## config.mk

```make
export PLATFORM = sky130hd
export DESIGN_NAME = i2s_rx_ctrl
export DESIGN_NICKNAME = d
export VERILOG_FILES = /design/src/rtl/eq_pkg.sv /design/src/rtl/i2s_shift_reg.sv /design/src/rtl/i2s_rx_ctrl.sv
export SDC_FILE = /design/constraint.sdc
export NUM_CORES = 1
export LEC_CHECK = 0
export CAP_MARGIN = 20
export CORE_UTILIZATION = 58
export CTS_CLUSTER_SIZE = 8
export DETAILED_ROUTE_END_ITERATION = 6
export PLACE_DENSITY = 0.84
export SLEW_MARGIN = 20
export SYNTH_ARGS = -nofsm -noshare
export SYNTH_HDL_FRONTEND = slang
export SYNTH_SLANG_ARGS = --single-unit
```

## constraint.sdc

```tcl
create_clock -name clk -period 3.7 [get_ports clk]
set_clock_uncertainty 0.05 [all_clocks]
set_input_delay 0.74 -clock clk [delete_from_list [all_inputs] [get_ports clk]]
set_output_delay 0.74 -clock clk [all_outputs]
set_load 0.01 [all_outputs]
```

## src/rtl/eq_pkg.sv

```systemverilog
// Shared types and constants for the equalizer front end.
//   i2s_state_t    : receive sequencer states
//   SMPL_W         : default audio sample width
//   I2S_DELAY_BITS : SCLK periods between an LRCLK edge and the sample MSB
package eq_pkg;

  typedef enum logic [1:0] {
    IDLE,
    LEFT,
    RIGHT
  } i2s_state_t;

  localparam int unsigned SMPL_W         = 24;
  localparam int unsigned I2S_DELAY_BITS = 1;

endpackage

```

## src/rtl/i2s_shift_reg.sv

```systemverilog
// MSB-first deserializer for one I2S slot.
//   clk, rst  : system clock, synchronous active-high reset
//   clr       : clears the register (slot entry / framing loss)
//   shift_en  : shifts sdata into the LSB
//   sdata     : serial input bit
//   q_shift   : value the register takes on a shift (current contents
//               moved left with sdata appended); the controller latches
//               this directly when the final bit of a word arrives
module i2s_shift_reg #(
  parameter int unsigned DATA_W = 24
) (
  input  logic              clk,
  input  logic              rst,
  input  logic              clr,
  input  logic              shift_en,
  input  logic              sdata,
  output logic [DATA_W-1:0] q_shift
);

  logic [DATA_W-1:0] q;

  assign q_shift = {q[DATA_W-2:0], sdata};

  always_ff @(posedge clk) begin
    if (rst || clr) begin
      q <= '0;
    end else if (shift_en) begin
      q <= q_shift;
    end
  end

endmodule

```

## src/rtl/i2s_rx_ctrl.sv

```systemverilog
// I2S receive sequencer: frames SCLK/LRCLK edge pulses, deserializes one
// left and one right sample per LRCLK period and presents the pair with a
// one-cycle valid strobe.
//   clk, rst   : system clock, synchronous active-high reset
//   sclk_rise  : SCLK rising-edge pulse
//   lrclk_fall : LRCLK falling-edge pulse (left slot start)
//   lrclk_rise : LRCLK rising-edge pulse (right slot start)
//   sdata      : serial data, sampled with sclk_rise
//   lft_smpl   : last complete left sample
//   rght_smpl  : last complete right sample
//   smpl_vld   : one-cycle strobe, new coherent sample pair
//   sync_err   : one-cycle strobe, framing violation
//   locked     : frames are being accepted
module i2s_rx_ctrl
  import eq_pkg::*;
#(
  parameter int unsigned DATA_W   = SMPL_W,
  parameter int unsigned MIN_SLOT = 24
) (
  input  logic              clk,
  input  logic              rst,
  input  logic              sclk_rise,
  input  logic              lrclk_fall,
  input  logic              lrclk_rise,
  input  logic              sdata,
  output logic [DATA_W-1:0] lft_smpl,
  output logic [DATA_W-1:0] rght_smpl,
  output logic              smpl_vld,
  output logic              sync_err,
  output logic              locked
);

  localparam int unsigned      CNT_W    = $clog2(MIN_SLOT + 1);
  localparam logic [CNT_W-1:0] CNT_MAX  = '1;
  localparam logic [CNT_W-1:0] MIN_C    = CNT_W'(MIN_SLOT);
  localparam logic [CNT_W-1:0] DATA_C   = CNT_W'(DATA_W);
  localparam logic [CNT_W-1:0] DELAY_C  = CNT_W'(I2S_DELAY_BITS);

  i2s_state_t        state, state_nxt;
  logic [CNT_W-1:0]  bit_cnt;
  logic [DATA_W-1:0] left_hold;
  logic [DATA_W-1:0] sr_shift;
  logic              lr_edge, slot_full;
  logic              slot_start, frame_err;
  logic              shift_en, last_bit, sr_clr;
  logic              vld_pend;

  assign lr_edge   = lrclk_fall | lrclk_rise;
  assign slot_full = (bit_cnt >= MIN_C);

  always_comb begin
    state_nxt  = state;
    slot_start = 1'b0;
    frame_err  = 1'b0;
    case (state)
      IDLE: begin
        if (lrclk_fall && lrclk_rise) begin
          frame_err = 1'b1;
        end else if (lrclk_fall) begin
          state_nxt  = LEFT;
          slot_start = 1'b1;
        end
      end
      LEFT: begin
        if (lr_edge) begin
          if (lrclk_rise && !lrclk_fall && slot_full) begin
            state_nxt  = RIGHT;
            slot_start = 1'b1;
          end else begin
            frame_err = 1'b1;
          end
        end
      end
      RIGHT: begin
        if (lr_edge) begin
          if (lrclk_fall && !lrclk_rise && slot_full) begin
            state_nxt  = LEFT;
            slot_start = 1'b1;
          end else begin
            frame_err = 1'b1;
          end
        end
      end
      default: state_nxt = IDLE;
    endcase
    // A violating edge never starts a slot; it only returns to IDLE.
    if (frame_err) begin
      state_nxt  = IDLE;
      slot_start = 1'b0;
    end
  end

  // An sclk_rise coinciding with an LRCLK edge is the new slot's delay bit,
  // so it never shifts.
  assign shift_en = (state != IDLE) && !lr_edge && sclk_rise &&
                    (bit_cnt >= DELAY_C) && (bit_cnt <= DATA_C);
  assign last_bit = shift_en && (bit_cnt == DATA_C);
  assign sr_clr   = slot_start || frame_err || (state == IDLE);

  i2s_shift_reg #(
    .DATA_W (DATA_W)
  ) u_shift (
    .clk      (clk),
    .rst      (rst),
    .clr      (sr_clr),
    .shift_en (shift_en),
    .sdata    (sdata),
    .q_shift  (sr_shift)
  );

  always_ff @(posedge clk) begin
    if (rst) begin
      state     <= IDLE;
      bit_cnt   <= '0;
      left_hold <= '0;
      lft_smpl  <= '0;
      rght_smpl <= '0;
      vld_pend  <= 1'b0;
      smpl_vld  <= 1'b0;
      sync_err  <= 1'b0;
      locked    <= 1'b0;
    end else begin
      state    <= state_nxt;
      sync_err <= frame_err;
      vld_pend <= 1'b0;
      smpl_vld <= vld_pend;

      if (slot_start) begin
        bit_cnt <= {{(CNT_W-1){1'b0}}, sclk_rise};
      end else if ((state == IDLE) || frame_err) begin
        bit_cnt <= '0;
      end else if (sclk_rise && (bit_cnt != CNT_MAX)) begin
        bit_cnt <= bit_cnt + 1'b1;
      end

      if (last_bit) begin
        if (state == LEFT) begin
          left_hold <= sr_shift;
        end else begin
          lft_smpl  <= left_hold;
          rght_smpl <= sr_shift;
          vld_pend  <= 1'b1;
        end
      end

      if (frame_err) begin
        left_hold <= '0;
        locked    <= 1'b0;
      end else if (vld_pend) begin
        locked <= 1'b1;
      end
    end
  end

endmodule

```

==> metrics.csv, run 1 <==
stage,metric,value,unit
outcome,outcome,finished with violations,
outcome,violated checks,design-rule violations,
logic_synthesis,Post-Syn Area,3960,um^2
job,max cap viols,0,
min_path,hold path start,left_hold[0],
clocking,clock latency on the worst-skew pair,0.36,ns
timing,setup TNS,0,ns
power_and_ir_drop,PwrDens,413,nW/um^2
clocking,Worst-path clk slew,0.10,ns
setup_path,Worst Path Required,3.89,ns
global_routing,initial antenna violation count,0,
place,Placed Cells,606,
power_and_ir_drop,Seq pwr share,0.584,
setup_path,Startpoint Class,primary input,
drt,via/cell ratio,5.39,
floorplan,die span in y,84.6,um
drt,1st-iter DRT viols,254,
setup_path,reg2reg setup slack,0.97,ns
global_routing,via count of the first global-routing pass,3173,
logic_synthesis,Post-Syn Area per Cell,7.98,um^2
timing,min cycle time layout,2.93,ns
min_path,WHS Path Cells,2,
global_routing,first-pass GRT wire length,14000,um
timing,Fmax,341,MHz
floorplan,I/O pin total,57,
setup_path,FF-to-FF Start,state[0],
setup_path,worst reg2reg path depth,6,
logic_synthesis,synthesized net count,510,
power_and_ir_drop,Sw Pwr,0.454,mW
setup_path,worst r2r dst,left_hold[6],
logic_synthesis,sequential area share after synthesis,0.536,
floorplan,initial core utilization,0.613,
floorplan,cell row count,29,
floorplan,die area,7160,um^2
power_and_ir_drop,Gate power share,0.044,
global_routing,GRT Total Usage,0.244,
cells_and_area,Layout Area Growth over Synthesis,20.5,%
global_routing,pin count of the biggest net entering global routing,44,
setup_path,CP Capture Type,flop,
drt,detailed-route wire length,8190,um
drt,DR WL/cell,13.2,um
min_path,Tightest Hold Check Type,flop to flop,
power_and_ir_drop,total power,1.97,mW
timing,Slew @ Worst Pin,0.832,ns
timing,final number of max-transition violations,0,
power_and_ir_drop,Switching Share,0.231,
place,Placer Congestion,0.839,
setup_path,signal arrival time at the worst endpoint,3.13,ns
logic_synthesis,ys flop type,dfxtp_1,
global_routing,Overflow after GRT,0,
timing,final setup fails,0,
power_and_ir_drop,Cell Int Power,1.51,mW
cells_and_area,Layout Cells excl Fill,622,
floorplan,Die Wd,84.6,um
drt,DR pass1 iterations,7,
cells_and_area,# diodes,0,
clocking,total CTS buffers,9,
cells_and_area,share of layout cells above drive strength 1,0.0642,
timing,hold_ws,0.407,ns
clocking,hold buffers post-CTS,0,
drt,DR DRC count,2,
cells_and_area,"most common cell after layout, fill and taps aside",nand2_1,
timing,"Period Utilization, post-route",0.793,
place,Detail Placement HPWL,5460,um
logic_synthesis,Post-synth EDFFs,0,
logic_synthesis,post-synthesis async set-or-reset flop share,0,
cells_and_area,"commonest non-fill, non-tap cells in the layout","194 x nand2_1, 106 x dfxtp_1, 99 x a21oi_1",
clocking,CTS resizes,0,
logic_synthesis,Synth Register Bits,106,
place,I/O Buffers,56,
min_path,hold path endpoint,lft_smpl[0],
setup_path,Setup CP Type,primary input to flop,
timing,Worst slew margin,0.445,
timing,RSZ-0062 raised after global routing,false,
logic_synthesis,synthesized instance count,496,
power_and_ir_drop,LEAKAGE,1.52,nW
setup_path,CP max FO,24,
power_and_ir_drop,clock share of power,0.372,
clocking,# H-tree levels,3,
drt,Antenna Nets Post-Route,0,
clocking,clock buffer depth,2,
power_and_ir_drop,maximum VDD drop,222,uV
logic_synthesis,distinct cell type count of the synthesized netlist,39,
clocking,CTS tree,done,
timing,final hold vios,0,
cells_and_area,# nets final,554,
clocking,CTS sink count,106,
floorplan,CORE AREA,6460,um^2
logic_synthesis,Ys Warns,0,
clocking,setup repair bufs after CTS,0,
drt,via count,3354,
clocking,root buffer cell,clkbuf_8,
worst max path at each step:
stage                          to  cells after the start  startpoint  slack (ns)
global placement    left_hold[10]                      5  lrclk_rise        0.50
detailed placement   left_hold[6]                      5  lrclk_rise        0.37
floorplan           rght_smpl[10]                      7  lrclk_rise        1.22
CTS                  left_hold[6]                      5  lrclk_rise        0.75
finish               left_hold[6]                      5  lrclk_rise        0.77
global route         left_hold[6]                      5  lrclk_rise        0.69
layout make-up:
cell class,instances,area [um^2]
fill,488,1690
clock buffer,10,138
sequential,106,2120
multi-input combinational,352,1690
tap,77,96.3
timing repair buffer,65,623
clock inverter,6,71.3
inverter,6,22.5
power by group through the flow:
stage | Sequential, mW | Clock [mW] | Combinational [mW]
2_1_floorplan | 1.17 | 0 | 0.0574
6_report | 1.15 | 0.732 | 0.0873
3_3_place_gp | 1.17 | 0 | 0.0821
3_5_place_dp | 1.17 | 0 | 0.0856
4_1_cts | 1.15 | 0.745 | 0.0864
5_1_grt | 1.15 | 0.789 | 0.0955
state kept, by name, summed over array words and instances (netlist names):
signal and flops:
bit_cnt 5, left_hold 24, lft_smpl 24, locked 1, rght_smpl 24, smpl_vld 1
state 2, sync_err 1, u_shift.q 23, vld_pend 1
kinds of logic (layout without fill, tap and decap cells):
kind of cell               count (synthesis)  count (layout)  share of synthesized area
and+or+nand+nor                          227             227                      0.234
AOI/OAI and AO/OA                        112             112                      0.150
DFF                                      106             106                      0.536
buffers and inverters                     38              87                     0.0417
adders and majority gates                  8               8                     0.0253
muxes                                      3               3                    0.00791
xor gates and xnor gates                   2               2                    0.00443
routing by layer:
layer / GRT usage / vias to the layer above / part of all wire
li1: - / 1708 / -
met1: 0.295 / 1566 / 0.45
met4: 0.0863 / 0 / 0.013
met5: 0 / - / 0
met2: 0.433 / 70 / 0.50
met3: 0.0472 / 10 / 0.035
worst max-delay path: stages:
cell and delay (ns):
clkdlybuf4s50_1 0.52, or4b_4 0.64, or4_1 0.92, nand2_1 0.21, a21oi_1 0.09
cells in the mapped netlist, types with 2 or more instances:
library cell,number,area share
nand2_1,194,0.18
dfxtp_1,106,0.54
a21oi_1,99,0.13
clkbuf_1,24,0.023
nor2_1,13,0.012
ha_1,8,0.025
buf_2,6,0.0076
inv_1,6,0.0057
a221oi_1,2,0.0044
buf_6,2,0.0057
mux2i_1,2,0.0051
nand2b_1,2,0.0032
nor2b_1,2,0.0032
nor4_1,2,0.0032
o21ai_0,2,0.0025
or4_1,2,0.0038
xor2_1,2,0.0044
metrics by stage:
stage          instance area (um^2)  utilization  worst slack, ns
4_1_cts                        4770        0.738            0.754
3_3_place_gp                   4560        0.706            0.505
6_report                       4770        0.738            0.765
3_5_place_dp                   4560        0.706            0.374
5_1_grt                        4770        0.738            0.688
2_1_floorplan                  3960            -             1.22
Note: power is estimated with default switching activity, not from simulation.
==> run 2: changes to the inputs <==
--- a/config.mk
+++ b/config.mk
@@ -6,10 +6,10 @@
 export NUM_CORES = 1
 export LEC_CHECK = 0
 export CAP_MARGIN = 20
-export CORE_UTILIZATION = 58
+export CORE_UTILIZATION = 48
 export CTS_CLUSTER_SIZE = 8
 export DETAILED_ROUTE_END_ITERATION = 6
-export PLACE_DENSITY = 0.84
+export PLACE_DENSITY = 0.75
 export SLEW_MARGIN = 20
 export SYNTH_ARGS = -nofsm -noshare
 export SYNTH_HDL_FRONTEND = slang
==> constraint.sdc (replaced) <==
create_clock -name clk -period 2.67 [get_ports clk]
set_clock_uncertainty 0.05 [all_clocks]
set_input_delay 0.534 -clock clk [delete_from_list [all_inputs] [get_ports clk]]
set_output_delay 0.534 -clock clk [all_outputs]
set_load 0.01 [all_outputs]
==> metrics.csv, run 2 (synthesis gave the netlist of run 1 again) <==
stage,metric,value,unit
floorplan,die area,8610,um^2
global_routing,first-pass GRT wire length,14700,um
setup_path,Startpoint Class,flop,
power_and_ir_drop,PwrDens,549,nW/um^2
floorplan,die span in y,92.8,um
min_path,Tightest Hold Check Type,flop to flop,
global_routing,pin count of the biggest net entering global routing,30,
power_and_ir_drop,Cell Int Power,2.09,mW
clocking,setup repair bufs after CTS,0,
timing,"Period Utilization, post-route",0.924,
setup_path,Worst Path Required,2.86,ns
power_and_ir_drop,maximum VDD drop,308,uV
timing,final setup fails,0,
drt,Antenna Nets Post-Route,0,
clocking,root buffer cell,clkbuf_8,
clocking,# H-tree levels,3,
cells_and_area,"commonest non-fill, non-tap cells in the layout","194 x nand2_1, 106 x dfxtp_1, 99 x a21oi_1",
floorplan,cell row count,32,
job,max cap viols,0,
clocking,total CTS buffers,9,
cells_and_area,# diodes,0,
cells_and_area,largest registers,"left_hold x24, lft_smpl x24, rght_smpl x24",
clocking,CTS tree,done,
outcome,outcome,"finished, final reports clean",
drt,via/cell ratio,5.17,
setup_path,CP max FO,29,
timing,final hold vios,0,
clocking,clock buffer depth,2,
place,Placer Congestion,0.782,
global_routing,Overflow after GRT,0,
floorplan,Die Wd,92.8,um
power_and_ir_drop,LEAKAGE,1.57,nW
power_and_ir_drop,total power,2.70,mW
floorplan,initial core utilization,0.504,
power_and_ir_drop,Seq pwr share,0.589,
global_routing,initial antenna violation count,0,
drt,DR pass1 iterations,5,
power_and_ir_drop,Switching Share,0.224,
floorplan,CORE AREA,7850,um^2
place,Detail Placement HPWL,5690,um
cells_and_area,share of layout cells above drive strength 1,0.0759,
timing,Fmax,405,MHz
cells_and_area,Layout Area Growth over Synthesis,24.2,%
power_and_ir_drop,Sw Pwr,0.604,mW
power_and_ir_drop,Gate power share,0.046,
drt,via count,3384,
drt,detailed-route wire length,8440,um
cells_and_area,"most common cell after layout, fill and taps aside",nand2_1,
cells_and_area,fill cell count,699,
power_and_ir_drop,clock share of power,0.365,
timing,min cycle time layout,2.47,ns
clocking,CTS resizes,0,
drt,DR DRC count,0,
global_routing,via count of the first global-routing pass,3275,
global_routing,GRT Total Usage,0.215,
timing,RSZ-0062 raised after global routing,false,
clocking,hold buffers post-CTS,0,
drt,1st-iter DRT viols,144,
setup_path,Setup CP Type,flop to flop,
timing,final number of max-transition violations,0,
floorplan,I/O pin total,57,
clocking,Worst-path clk slew,0.09,ns
timing,setup TNS,0,ns
timing,Worst slew margin,0.685,
timing,Slew @ Worst Pin,0.472,ns
cells_and_area,# nets final,562,
drt,DR WL/cell,12.9,um
setup_path,signal arrival time at the worst endpoint,2.66,ns
clocking,CTS sink count,106,
setup_path,CP Capture Type,flop,
clocking,clock latency on the worst-skew pair,0.36,ns
place,I/O Buffers,56,
## run 2: cell types whose count changed in the layout (fill, tap and decap cells not counted)
cell,delta
buf_12,+5
buf_4,+3
inv_6,-2
clkbuf_1,+1
clkinvlp_4,+1
## run 2: final timing paths
check | startpoint | to | slack (ns) | depth (start not counted)
setup / recovery | state[0] | lft_smpl[8] | 0.20 | 7
setup reg to reg | state[0] | lft_smpl[8] | 0.20 | 7
hold / removal | left_hold[6] | lft_smpl[6] | 0.40 | 2
hold reg to reg | left_hold[6] | lft_smpl[6] | 0.40 | 2
## run 2: area by class of cell
type                            instances  area (um^2)  area share
Tap cell                              102          128      0.0260
Sequential cell                       106         2120       0.432
Timing Repair Buffer                   73          746       0.152
Multi-Input combinational cell        352         1690       0.345
Inverter                                6         22.5     0.00458
Clock buffer                           11          141      0.0288
Clock inverter                          5         61.3      0.0125
## run 2: power groups by stage
stage / combinational, mW / clock (mW) / sequential, mW
2_1_floorplan: 0.0795 / 0 / 1.63
3_3_place_gp: 0.118 / 0 / 1.63
3_5_place_dp: 0.123 / 0 / 1.63
4_1_cts: 0.124 / 1.02 / 1.59
5_1_grt: 0.136 / 1.10 / 1.59
6_report: 0.124 / 0.984 / 1.59
## run 2: through the flow
step	utilization	area [um^2]	cells	setup WS [ns]	hold WS, ns
6_report	0.626	4910	655	0.202	0.402
2_1_floorplan	-	3960	496	0.304	0.377
5_1_grt	0.626	4910	655	0.0860	0.425
3_5_place_dp	0.600	4710	639	-0.0178	0.397
4_1_cts	0.626	4910	655	0.204	0.405
3_3_place_gp	0.600	4710	639	0.0264	0.383
## run 2: per-layer routing
metal / global-route usage / routed length, um / vias up
met5: 0 / 0 / -
met1: 0.251 / 3630 / 1558
met2: 0.385 / 4280 / 95
li1: - / - / 1727
met3: 0.0402 / 462 / 4
met4: 0.0821 / 71 / 0
## run 2: worst max-delay path: stages, from the launching register on
cell and delay (ns):
dfxtp_1 0.39, inv_1 0.09, ha_1 0.31, or4b_4 0.54, or4_1 0.54, buf_4 0.25, nand2_1 0.12, a21oi_1 0.06
